--- src/rtl/ame_pkg.sv ---
// Shared widths, stage payload type and the b -> power-of-two rounding helper.
// AME_ROUND_EN selects nearest-power rounding; undefined gives floor (truncation).
package ame_pkg;

  localparam int AME_DATA_W  = 16;
  localparam int AME_PROD_W  = 32;
  localparam int AME_SHIFT_W = 5;
  localparam int AME_OH_W    = AME_DATA_W + 1;

  // code holds the one-hot in S1 and the zero-extended shift amount in S2.
  typedef struct packed {
    logic [AME_DATA_W-1:0] a;
    logic [AME_OH_W-1:0]   code;
    logic                  zero;
  } ame_stage_t;

  function automatic logic [AME_OH_W-1:0] ame_b_to_onehot(input logic [AME_DATA_W-1:0] b);
    logic [3:0]          msb;
    logic [AME_OH_W-1:0] oh;
    msb = '0;
    oh  = '0;
    for (int i = 0; i < AME_DATA_W; i++) begin
      if (b[i]) msb = 4'(i);
    end
    if (b != '0) begin
      oh = {{(AME_OH_W-1){1'b0}}, 1'b1} << msb;
`ifdef AME_ROUND_EN
      // Bit below the MSB set means b >= 1.5 * 2^k, so the upper power is nearer.
      if (msb != 4'd0 && b[msb - 4'd1]) oh = oh << 1;
`endif
    end
    return oh;
  endfunction

endpackage

--- src/rtl/ame_oh2bin.sv ---
// Combinational one-hot to binary index encoder (S2 of ame_shift_mul).
// An all-zero input encodes to index 0.
module ame_oh2bin
  import ame_pkg::*;
(
  input  logic [AME_OH_W-1:0]    oh_i,
  output logic [AME_SHIFT_W-1:0] idx_o
);

  always_comb begin
    idx_o = '0;
    for (int i = 0; i < AME_OH_W; i++) begin
      if (oh_i[i]) idx_o = idx_o | AME_SHIFT_W'(i);
    end
  end

endmodule

--- src/rtl/ame_shift_mul.sv ---
// Approximate multiplier: a * 2^round(log2 b) as a 3-stage elastic pipeline.
// Rounding mode is chosen by the AME_ROUND_EN macro (see ame_pkg).
//
// Handshake: a transfer happens on a rising edge where valid && ready; valid
// never depends on ready, ready may depend combinationally on downstream ready.
module ame_shift_mul
  import ame_pkg::*;
(
  input  logic                   clk_i,
  input  logic                   rst_i,
  input  logic                   in_valid_i,
  output logic                   in_ready_o,
  input  logic [AME_DATA_W-1:0]  a_i,
  input  logic [AME_DATA_W-1:0]  b_i,
  output logic                   out_valid_o,
  input  logic                   out_ready_i,
  output logic [AME_PROD_W-1:0]  prod_o,
  output logic [AME_SHIFT_W-1:0] shift_o,
  output logic                   zero_o
);

  logic                   s1_valid_q, s2_valid_q, s3_valid_q;
  ame_stage_t             s1_q, s1_d, s2_q, s2_d;
  logic [AME_PROD_W-1:0]  prod_q, prod_d;
  logic [AME_SHIFT_W-1:0] shift_q, shift_d;
  logic                   zero_q, zero_d;
  logic [AME_SHIFT_W-1:0] s2_shift;
  logic                   s1_ready, s2_ready, s3_ready;

  // A stage may load when it is empty or its content moves on this cycle.
  assign s3_ready   = !s3_valid_q || out_ready_i;
  assign s2_ready   = !s2_valid_q || s3_ready;
  assign s1_ready   = !s1_valid_q || s2_ready;
  assign in_ready_o = s1_ready;

  ame_oh2bin u_oh2bin (
    .oh_i  (s1_q.code),
    .idx_o (s2_shift)
  );

  always_comb begin
    s1_d.a    = a_i;
    s1_d.code = ame_b_to_onehot(b_i);
    s1_d.zero = (b_i == '0);

    s2_d.a    = s1_q.a;
    s2_d.code = {{(AME_OH_W-AME_SHIFT_W){1'b0}}, s2_shift};
    s2_d.zero = s1_q.zero;

    // b = 0 encodes to shift 0, so the product must be forced to zero here.
    prod_d  = s2_q.zero ? '0 : (AME_PROD_W'(s2_q.a) << s2_q.code);
    shift_d = s2_q.code[AME_SHIFT_W-1:0];
    zero_d  = s2_q.zero;
  end

  always_ff @(posedge clk_i or posedge rst_i) begin
    if (rst_i) begin
      s1_valid_q <= 1'b0;
      s2_valid_q <= 1'b0;
      s3_valid_q <= 1'b0;
      s1_q       <= '0;
      s2_q       <= '0;
      prod_q     <= '0;
      shift_q    <= '0;
      zero_q     <= 1'b0;
    end else begin
      if (s1_ready) begin
        s1_valid_q <= in_valid_i;
        if (in_valid_i) s1_q <= s1_d;
      end
      if (s2_ready) begin
        s2_valid_q <= s1_valid_q;
        if (s1_valid_q) s2_q <= s2_d;
      end
      if (s3_ready) begin
        s3_valid_q <= s2_valid_q;
        if (s2_valid_q) begin
          prod_q  <= prod_d;
          shift_q <= shift_d;
          zero_q  <= zero_d;
        end
      end
    end
  end

  assign out_valid_o = s3_valid_q;
  assign prod_o      = prod_q;
  assign shift_o     = shift_q;
  assign zero_o      = zero_q;

endmodule

--- config.mk ---
export PLATFORM = sky130hd
export DESIGN_NAME = ame_shift_mul
export DESIGN_NICKNAME = d
export VERILOG_FILES = /design/src/rtl/ame_pkg.sv /design/src/rtl/ame_oh2bin.sv /design/src/rtl/ame_shift_mul.sv
export SDC_FILE = /design/constraint.sdc
export NUM_CORES = 1
export LEC_CHECK = 0
export BUFFER_PORTS_ARGS = -buffer_cell sky130_fd_sc_hd__buf_2
export CAP_MARGIN = 20
export CORE_MARGIN = 2
export CORE_UTILIZATION = 51
export CTS_BUF_LIST = sky130_fd_sc_hd__clkbuf_16
export CTS_CLUSTER_SIZE = 16
export DETAILED_ROUTE_END_ITERATION = 16
export GPL_TIMING_DRIVEN = 0
export PLACE_DENSITY = 0.76
export SLEW_MARGIN = 20
export SYNTH_ARGS = -nofsm -noshare
export SYNTH_HDL_FRONTEND = slang
export SYNTH_SLANG_ARGS = --single-unit
export TNS_END_PERCENT = 20
--- constraint.sdc ---
create_clock -name clk_i -period 2.81 [get_ports clk_i]
set_input_delay 0.281 -clock clk_i [delete_from_list [all_inputs] [get_ports clk_i]]
set_output_delay 0.281 -clock clk_i [all_outputs]
set_load 0.01 [all_outputs]
Yosys cells after proc, flatten, opt, wreduce, memory -nomap -nowiden
Cells that the tools add are included.
W data, S select, Z words.
{ "totals": {"ff_bits": 97, "in_bits": 36} }
{ "op_classes": {"n_shift": 2, "muxes": 33, "reduce_logical": 11} }
{ "op_table": {"columns": ["op", "n"], "rows": [
  ["$mux W4", 22],
  ["$mux W32", 1],
  ["$shl A16 B5 Y32", 1],
  ["$mux W17", 1],
  ["$shl A1 B4 Y17 const A", 1],
  ["$logic_not A16 Y1", 1],
  ["$reduce_bool A16 Y1", 1],
  ["$mux W3", 4],
  ["$reduce_and A2 Y1", 3],
  ["$mux W5", 1],
  ["$mux W2", 2],
  ["$logic_not A1 Y1", 3],
  ["$logic_or A1 B1 Y1", 3],
  ["$mux W1", 2]
]} }

Logic depth before layout (Yosys ltp)
Gate-level depths: netlist of run 1.
{ "depth": {"word_depth": 17, "depth_mapped": 8, "depth_no_buf": 5} }

Modules after synthesis
A second synthesis of run 1 with hierarchy kept.
{ "hier_totals": {"hier_cells": 445, "hier_area_um2": 4982.3} }
{ "modules_own_cells": {"columns": ["mod", "n_inst", "cells_per_inst", "area_per_inst_um2", "seq_area_each_um2"], "rows": [
  ["ame_shift_mul", 1, 433, 4909.7, 2402.3],
  ["ame_oh2bin", 1, 12, 72.6, 0.0]
]} }

Worst setup path after synthesis of run 1
Ideal clock, no wire load.
{ "synth_path": {"path_type": "register -> register", "from": "register s3_valid_q (netlist: out_valid_o)", "to": "register s1_q[27] (netlist bit)", "setup_ps": 125, "arrival_time_ps": 1617, "required_time_ps": 2685, "slack_ps": 1068, "stages_incl_launch_ff": 7, "path_cell_list": "dfrtp_1 -> nor2b_1 -> nand3_1 -> nand2_1 -> buf_2 -> buf_2 -> mux2_2"} }
{ "synth_via": {"elab_chain_len": 5} }
{ "synth_lines": {"columns": ["element", "line_no", "source"], "rows": [
  ["start: declaration", "ame_shift_mul.sv:22", "logic s1_valid_q, s2_valid_q, s3_valid_q;"],
  ["start signal: assignment", "ame_shift_mul.sv:76", "s3_valid_q <= s2_valid_q;"],
  ["$logic_not A1 Y1", "ame_shift_mul.sv:31", "assign s3_ready = !s3_valid_q || out_ready_i;"],
  ["$logic_or A1 B1 Y1", "ame_shift_mul.sv:31", null],
  ["$logic_or A1 B1 Y1", "ame_shift_mul.sv:32", "assign s2_ready = !s2_valid_q || s3_ready;"],
  ["$logic_or A1 B1 Y1", "ame_shift_mul.sv:33", "assign s1_ready = !s1_valid_q || s2_ready;"],
  ["net in_ready_o", "ame_shift_mul.sv:12", "output logic in_ready_o,"],
  ["$reduce_and A2 Y1 (no source line)", null, null],
  ["end signal: assignment", "ame_shift_mul.sv:61", "s1_q <= '0;"],
  ["end signal: assignment", "ame_shift_mul.sv:69", "if (in_valid_i) s1_q <= s1_d;"],
  ["end: declaration", "ame_shift_mul.sv:23", "ame_stage_t s1_q, s1_d, s2_q, s2_d;"]
]} }
The timed path passes the listed nets, and every way through them passes these cells.
A chain may end at the register's enable or synchronous reset.

Worst setup path in the final report of run 1
{ "layout_path": {"from": "register s3_valid_q (netlist: out_valid_o)", "to": "register prod_q[17] (netlist: prod_o[17])"} }
{ "layout_via": {"elab_chain_len": 3} }
{ "layout_lines": {"columns": ["element", "line_no", "source"], "rows": [
  ["$logic_not A1 Y1", "ame_shift_mul.sv:31", null],
  ["$logic_or A1 B1 Y1", "ame_shift_mul.sv:31", null],
  ["$reduce_and A2 Y1 (no source line)", null, null],
  ["end signal: assignment", "ame_shift_mul.sv:78", "prod_q <= prod_d;"],
  ["end: declaration", "ame_shift_mul.sv:24", "logic [AME_PROD_W-1:0] prod_q, prod_d;"]
]} }
Every way passes these cells.

==> results of run 1 <==
worst reg2reg max path, stage by stage (launching register included):
cell	delay, ns
sky130_fd_sc_hd__dfrtp_1	0.40
sky130_fd_sc_hd__nor2b_1	0.16
sky130_fd_sc_hd__nor3_1	0.46
sky130_fd_sc_hd__nand2_1	0.21
sky130_fd_sc_hd__clkbuf_1	0.29
sky130_fd_sc_hd__nor2_1	0.24
sky130_fd_sc_hd__a221o_1	0.14
final timing paths:
| path | start | end | slack [ns] | cells after the start |
|---|---|---|---|---|
| min in group clk_i | in_valid_i | s1_valid_q$_DFFE_PP0N_ | 0.15 | 2 |
| setup reg to reg | out_valid_o$_DFFE_PP0P_ | prod_o[17]$_DFFE_PP0P_ | 0.85 | 6 |
| hold reg to reg | prod_o[14]$_DFFE_PP0P_ | prod_o[14]$_DFFE_PP0P_ | 0.46 | 2 |
| setup / recovery | out_valid_o$_DFFE_PP0P_ | prod_o[17]$_DFFE_PP0P_ | 0.85 | 6 |
| max in group asynchronous | rst_i | s2_q[26]$_DFFE_PP0P_ | 2.18 | 3 |
| hold / removal | rst_i | prod_o[25]$_DFFE_PP0P_ | 0.002 | 2 |
Yosys cell counts (6+ instances only):
cell type,count
sky130_fd_sc_hd__a32o_1,9
sky130_fd_sc_hd__nand2_1,32
sky130_fd_sc_hd__inv_1,7
sky130_fd_sc_hd__nor4_1,10
sky130_fd_sc_hd__nor2_1,19
sky130_fd_sc_hd__o21ai_1,10
sky130_fd_sc_hd__nor3_1,6
sky130_fd_sc_hd__a21oi_1,12
sky130_fd_sc_hd__mux2_2,48
sky130_fd_sc_hd__nand2b_1,11
sky130_fd_sc_hd__mux2_1,7
sky130_fd_sc_hd__dfrtp_1,92
sky130_fd_sc_hd__clkbuf_1,9
sky130_fd_sc_hd__a22o_1,12
sky130_fd_sc_hd__o21ai_0,10
sky130_fd_sc_hd__mux2i_1,15
sky130_fd_sc_hd__buf_2,10
through the flow:
stage	hold WS [ns]	cell area, µm²
4_1_cts	0.01768	5369
5_1_grt	0.03709	5369
2_1_floorplan	0.3894	4504
3_3_place_gp	0.4464	5005
3_5_place_dp	0.3795	5035
6_report	0.001692	5369
sequential cells by signal, summed over array words and instances (netlist names):
name and flops:
zero_o 1, shift_o 4, prod_o 31, s1_q 32, out_valid_o 1, s2_q 20, s1_valid_q 1, zero_d 1
s2_valid_q 1
routing by layer:
| metal | share of wire | global-route usage | vias to the layer above |
|---|---|---|---|
| li1 | - | - | 1614 |
| met2 | 0.46 | 0.3435 | 104 |
| met1 | 0.47 | 0.3077 | 1712 |
| met3 | 0.047 | 0.04724 | 15 |
| met4 | 0.021 | 0.08013 | 0 |
| met5 | 0 | 0 | - |
power by group through the flow:
stage	logic (W)	clock network (W)	registers, W
2_1_floorplan	0.00101	0	0.00190
3_5_place_dp	0.00158	0	0.00187
4_1_cts	0.00159	0.00136	0.00185
6_report	0.00160	0.00134	0.00185
3_3_place_gp	0.00154	0	0.00185
5_1_grt	0.00174	0.00143	0.00189
layout by cell type (no fill, tap or decap), types with 5 or more instances in the layout:
cell                        synthesis  routed
sky130_fd_sc_hd__dfrtp_1           92      92
sky130_fd_sc_hd__buf_2             10      83
sky130_fd_sc_hd__mux2_2            48      48
sky130_fd_sc_hd__nand2_1           32      32
sky130_fd_sc_hd__nor2_1            19      19
sky130_fd_sc_hd__mux2i_1           15      15
sky130_fd_sc_hd__a21oi_1           12      12
sky130_fd_sc_hd__a22o_1            12      12
sky130_fd_sc_hd__nand2b_1          11      11
sky130_fd_sc_hd__nor4_1            10      10
sky130_fd_sc_hd__o21ai_0           10      10
sky130_fd_sc_hd__o21ai_1           10      10
sky130_fd_sc_hd__inv_1              7       9
sky130_fd_sc_hd__clkbuf_1           9       9
sky130_fd_sc_hd__a32o_1             9       9
sky130_fd_sc_hd__clkbuf_16          0       9
sky130_fd_sc_hd__mux2_1             7       7
sky130_fd_sc_hd__nor3_1             6       6
sky130_fd_sc_hd__a221o_1            5       5
area by class of cell:
type | instances | area, µm²
Multi-Input combinational cell | 262 | 2017
Timing Repair Buffer | 74 | 392.9
Tap cell | 108 | 135.1
Clock inverter | 7 | 108.9
Fill cell | 688 | 3267
Clock buffer | 9 | 225.2
Inverter | 7 | 28.78
Sequential cell | 92 | 2302
Buffer | 27 | 158.9
logic make-up (layout without fill, tap and decap cells):
| logic type | Yosys count | count (layout) | synth area share |
|---|---|---|---|
| buffers and inverters | 34 | 124 | 0.04115 |
| multiplexers | 75 | 75 | 0.1910 |
| flip-flops | 92 | 92 | 0.5115 |
| AND/OR/NAND/NOR | 99 | 99 | 0.1143 |
| other | 1 | 2 | 0.0008332 |
| AO/OA/AOI/OAI | 86 | 86 | 0.1412 |
==> impl_metrics.env, run 1 <==
export IMPL_post_route_min_period_ns=1.956
export IMPL_drv_max_cap_violation_count=0
export IMPL_synth_largest_area_cell="sky130_fd_sc_hd__dfrtp_1"
export IMPL_drt_first_iter_violations=199
export IMPL_clk_root_buffer_cell="sky130_fd_sc_hd__clkbuf_16"
export IMPL_netlist_instances=387
export IMPL_nets=509
export IMPL_p_sw_frac=0.3239
export IMPL_die_h_um=97.94
export IMPL_cp_buffers_inverters=1
export IMPL_netlist_top_cells_area="sky130_fd_sc_hd__dfrtp_1 51%, sky130_fd_sc_hd__mux2_2 12%, sky130_fd_sc_hd__mux2i_1 3.3%"
export IMPL_layout_setup_ws_ns=0.8544
export IMPL_synth_yosys_seq_area_share=0.5115
export IMPL_clock_power_share=0.280
export IMPL_setup_repair_after_global_routing_missed_its_margin="false"
export IMPL_worst_path_max_fanout=10
export IMPL_cts_htree_levels=3
export IMPL_reported_leakage_power_nw=2.513
export IMPL_critical_path_slowest_cell="sky130_fd_sc_hd__nor3_1"
export IMPL_fmaxAchievable_ghz=0.5114
export IMPL_worst_setup_path_start_kind="flop"
export IMPL_worst_slew_pin_transition_ns=1.120
export IMPL_synth_cell_types=49
export IMPL_final_layout_size_suffix_gt1_frac=0.3452
export IMPL_final_max_slew_violation_count=0
export IMPL_worstPathArrival_ns=2.23
export IMPL_tritoncts="yes"
export IMPL_flow_area_growth_from_synthesis_pct=19.29
export IMPL_intPower_w=0.003236
export IMPL_timing_clock_skew_ns=0.007021
export IMPL_mean_instance_size_in_the_synthesized_netlist_um2=11.63
export IMPL_synthArstFlopShare=1.000
export IMPL_post_place_cells=570
export IMPL_core_area_um2=8636
export IMPL_ios=76
export IMPL_drc=0
export IMPL_hold_viol_final=0
export IMPL_combPwrFrac=0.334
export IMPL_yosys_area_top_type_share=0.5115
export IMPL_power_w=0.004786
export IMPL_max_vdd_ir_drop_mv=0.4262
export IMPL_outcome="finished clean"
export IMPL_utilization=0.6217
export IMPL_grt_pass1_vias=3376
export IMPL_type_of_the_setup_path_with_the_least_slack="reg2reg"
export IMPL_post_drt_wl_per_cell_um=17.42
export IMPL_final_period_utilization=0.6959
export IMPL_grt_max_degree=52
export IMPL_cp_end_kind="flop"
export IMPL_dieWidth_um=97.94
export IMPL_yosys_warnings=0
export IMPL_initial_utilization=0.5212
export IMPL_post_cts_setup_buffers=0
export IMPL_crit_path_max_incr_delay_ns=0.46
export IMPL_cp_cell_sequence="nor2b_1 -> nor3_1 -> nand2_1 -> clkbuf_1 -> nor2_1 -> a221o_1"
export IMPL_first_pass_iters=5
export IMPL_cts_hold_buffers_added=0
export IMPL_seq_power_share=0.386
export IMPL_cpLargestDelayFamily="simple AND/OR/NAND/NOR gates"
export IMPL_globalplace_congestion=0.8986
export IMPL_num_rows=34
export IMPL_power_density_nw_per_um2=891.4
export IMPL_route_final_wire_length_um=10210
export IMPL_cts_root_to_sink_buffers=2
export IMPL_grt_use_total=0.2208
export IMPL_synth_edff_count=0
export IMPL_route_antenna_remaining_nets=0
export IMPL_dpl_wire_length_um=7575
export IMPL_antenna_violations_before_repair=0
export IMPL_clkSlewWorstSetupHoldPaths_ns=0.06
export IMPL_setup_violations=0
export IMPL_synth_ff_type="sky130_fd_sc_hd__dfrtp_1"
export IMPL_clock_insertion_delay_worst_skew_ns=0.34
export IMPL_min_delay_worst_type="in2async"
export IMPL_relSlewSlack=0.2477
export IMPL_dp_worst_setup_slack_ns=0.9075
export IMPL_overflow=0
export IMPL_grt_pass1_wl_um=16960
export IMPL_cp_data_required_time_ns=3.08
export IMPL_design_die_area_um2=9592
export IMPL_antenna_cells=0
export IMPL_dr_total_vias=3445
export IMPL_port_buffers=73
export IMPL_ys_seq_elements=92
export IMPL_postCtsResizedCells=0
export IMPL_cts_sink_count=92
export IMPL_power_switching_w=0.001550
export IMPL_synth_cell_area_um2=4501
export IMPL_number_of_buffers_added_by_the_clock_tree_synthesis_step=9
export IMPL_via_per_inst=5.879
export IMPL_tns_ns=0
export IMPL_post_layout_nonfiller_instances=586
(Power assumes the default switching activity.)
==> inputs of run 2 (changes only) <==
- clock period: 2.81 -> 1.7 ns (I/O delays scaled with it)
==> impl_metrics.env, run 2 (synthesis results as in run 1) <==
export IMPL_final_period_utilization=1.025
export IMPL_setup_repair_after_global_routing_missed_its_margin="true"
export IMPL_cts_sink_count=92
export IMPL_timing_clock_skew_ns=0.009648
export IMPL_core_area_um2=8636
export IMPL_antenna_cells=0
export IMPL_tritoncts="yes"
export IMPL_grt_use_total=0.2225
export IMPL_power_switching_w=0.002742
export IMPL_layout_cells_most_common_list="92 x sky130_fd_sc_hd__dfrtp_1, 79 x sky130_fd_sc_hd__buf_2, 44 x sky130_fd_sc_hd__mux2_2, 30 x sky130_fd_sc_hd__nand2_1, 19 x sky130_fd_sc_hd__nor2_1"
export IMPL_combPwrFrac=0.381
export IMPL_layout_setup_ws_ns=-0.04229
export IMPL_route_final_wire_length_um=10700
export IMPL_clk_root_buffer_cell="sky130_fd_sc_hd__clkbuf_16"
export IMPL_dpl_wire_length_um=7505
export IMPL_clkSlewWorstSetupHoldPaths_ns=0.06
export IMPL_overflow=0
export IMPL_outcome="finished with violations"
export IMPL_type_of_the_setup_path_with_the_least_slack="reg2reg"
export IMPL_clock_power_share=0.230
export IMPL_layout_commonest_cell="sky130_fd_sc_hd__dfrtp_1"
export IMPL_intPower_w=0.005152
export IMPL_reported_leakage_power_nw=2.595
export IMPL_routed_wl_met2_um=4906
export IMPL_nets=519
export IMPL_worst_setup_path_start_kind="flop"
export IMPL_route_antenna_remaining_nets=0
export IMPL_antenna_violations_before_repair=0
export IMPL_grt_pass1_wl_um=17140
export IMPL_dp_worst_setup_slack_ns=-0.2290
export IMPL_worst_path_max_fanout=7
export IMPL_num_rows=34
export IMPL_tns_ns=-0.07223
export IMPL_routed_wl_met3_um=564
export IMPL_via_per_inst=5.876
export IMPL_failing_checks="setup timing"
export IMPL_p_sw_frac=0.3474
export IMPL_final_layout_size_suffix_gt1_frac=0.4078
export IMPL_worst_slew_pin_transition_ns=0.5848
export IMPL_cp_end_kind="flop"
export IMPL_fmaxAchievable_ghz=0.5740
export IMPL_dr_total_vias=3502
export IMPL_drc=0
export IMPL_max_vdd_ir_drop_mv=0.5628
export IMPL_drv_max_cap_violation_count=0
export IMPL_flow_area_growth_from_synthesis_pct=23.96
export IMPL_hold_viol_final=0
export IMPL_relSlewSlack=0.6066
export IMPL_port_buffers=73
export IMPL_final_max_slew_violation_count=0
export IMPL_topRoutingLayerUsed="met4"
export IMPL_min_delay_worst_type="in2reg"
export IMPL_critical_path_slowest_cell="sky130_fd_sc_hd__mux4_2"
export IMPL_wl_met1_um=4900
export IMPL_dieWidth_um=97.94
export IMPL_setup_violations=4
export IMPL_die_h_um=97.94
export IMPL_post_route_min_period_ns=1.742
export IMPL_grt_pass1_vias=3492
export IMPL_cp_cell_sequence="buf_6 -> mux4_2 -> mux2_4 -> a221o_1"
export IMPL_crit_path_max_incr_delay_ns=0.52
export IMPL_seq_power_share=0.389
export IMPL_largest_reg_flops=32
export IMPL_number_of_buffers_added_by_the_clock_tree_synthesis_step=9
export IMPL_first_pass_iters=4
export IMPL_clock_insertion_delay_worst_skew_ns=0.34
export IMPL_post_drt_wl_per_cell_um=17.96
export IMPL_cp_data_required_time_ns=1.92
export IMPL_cts_htree_levels=3
export IMPL_drt_first_iter_violations=167
export IMPL_power_density_nw_per_um2=1415
export IMPL_grt_max_degree=36
export IMPL_max_flop_register="s1_q"
export IMPL_fillCellCount=676
export IMPL_ios=76
export IMPL_design_die_area_um2=9592
export IMPL_globalplace_congestion=0.9026
export IMPL_worstPathArrival_ns=1.96
export IMPL_initial_utilization=0.5212
export IMPL_cts_root_to_sink_buffers=2
[run 2: path summary, 6_finish.rpt]
kind	slack, ns	cells after the start	end	from
max in group asynchronous	0.71	4	s2_q[20]$_DFFE_PP0P_	rst_i
hold / removal	0.05	2	s1_valid_q$_DFFE_PP0N_	in_valid_i
setup reg to reg	-0.04	4	prod_o[17]$_DFFE_PP0P_	s2_q[1]$_DFFE_PP0P_
setup / recovery	-0.04	4	prod_o[17]$_DFFE_PP0P_	s2_q[1]$_DFFE_PP0P_
hold reg to reg	0.47	1	prod_o[10]$_DFFE_PP0P_	prod_o[10]$_DFFE_PP0P_
min in group asynchronous	0.44	3	s2_valid_q$_DFFE_PP0P_	rst_i
[run 2: final cells by class]
cell class	instances	area (µm²)	area share
flip-flops and latches	92	2302	0.4126
plain buffers	27	211.5	0.03790
well taps	108	135.1	0.02422
clock inverters	7	43.79	0.007849
inverters	7	30.03	0.005382
multi-input cells	262	2141	0.3837
repair buffers	84	490.5	0.08791
clock buffers	9	225.2	0.04037
[run 2: what timing repair did]
item	CTS	global route
gates resized for setup	21	33
buffers inserted	3	3
cloned	0	2
hold endpoints to repair	22	0
pin swaps	1	2
setup endpoints to repair	56	60
hold buffers	1	0
[run 2: worst max-delay path, delay by kind of cell (launching register included)]
family	cells	cell delay (ns)
AOI/OAI and AO/OA	1	0.33
muxes	2	0.82
buffers and inverters	1	0.13
DFF	1	0.34
[run 2: power by group through the flow]
stage               Clock [W]  Sequential (W)  Combinational, W
global route          0.00193         0.00313           0.00323
finish                0.00182         0.00307           0.00301
global placement            0         0.00306           0.00254
floorplan                   0         0.00315           0.00167
detailed placement          0         0.00309           0.00261
CTS                   0.00183         0.00305           0.00274
[run 2: through the flow]
step,instance area [µm²],power (W),hold WS (ns),instances,utilization
2_1_floorplan,4508,0.004813,0.2784,388,-
3_3_place_gp,5009,0.005607,0.3754,569,0.5800
3_5_place_dp,5049,0.005700,0.2538,571,0.5846
4_1_cts,5421,0.007621,0.03152,591,0.6278
5_1_grt,5579,0.008294,0.05521,596,0.6460
6_report,5579,0.007894,0.05345,596,0.6460
[run 2: routing by layer]
layer | vias to the layer above | global-route usage
met2 | 125 | 0.3393
met5 | - | 0
met3 | 27 | 0.04510
li1 | 1642 | -
met1 | 1708 | 0.3100
met4 | 0 | 0.09936
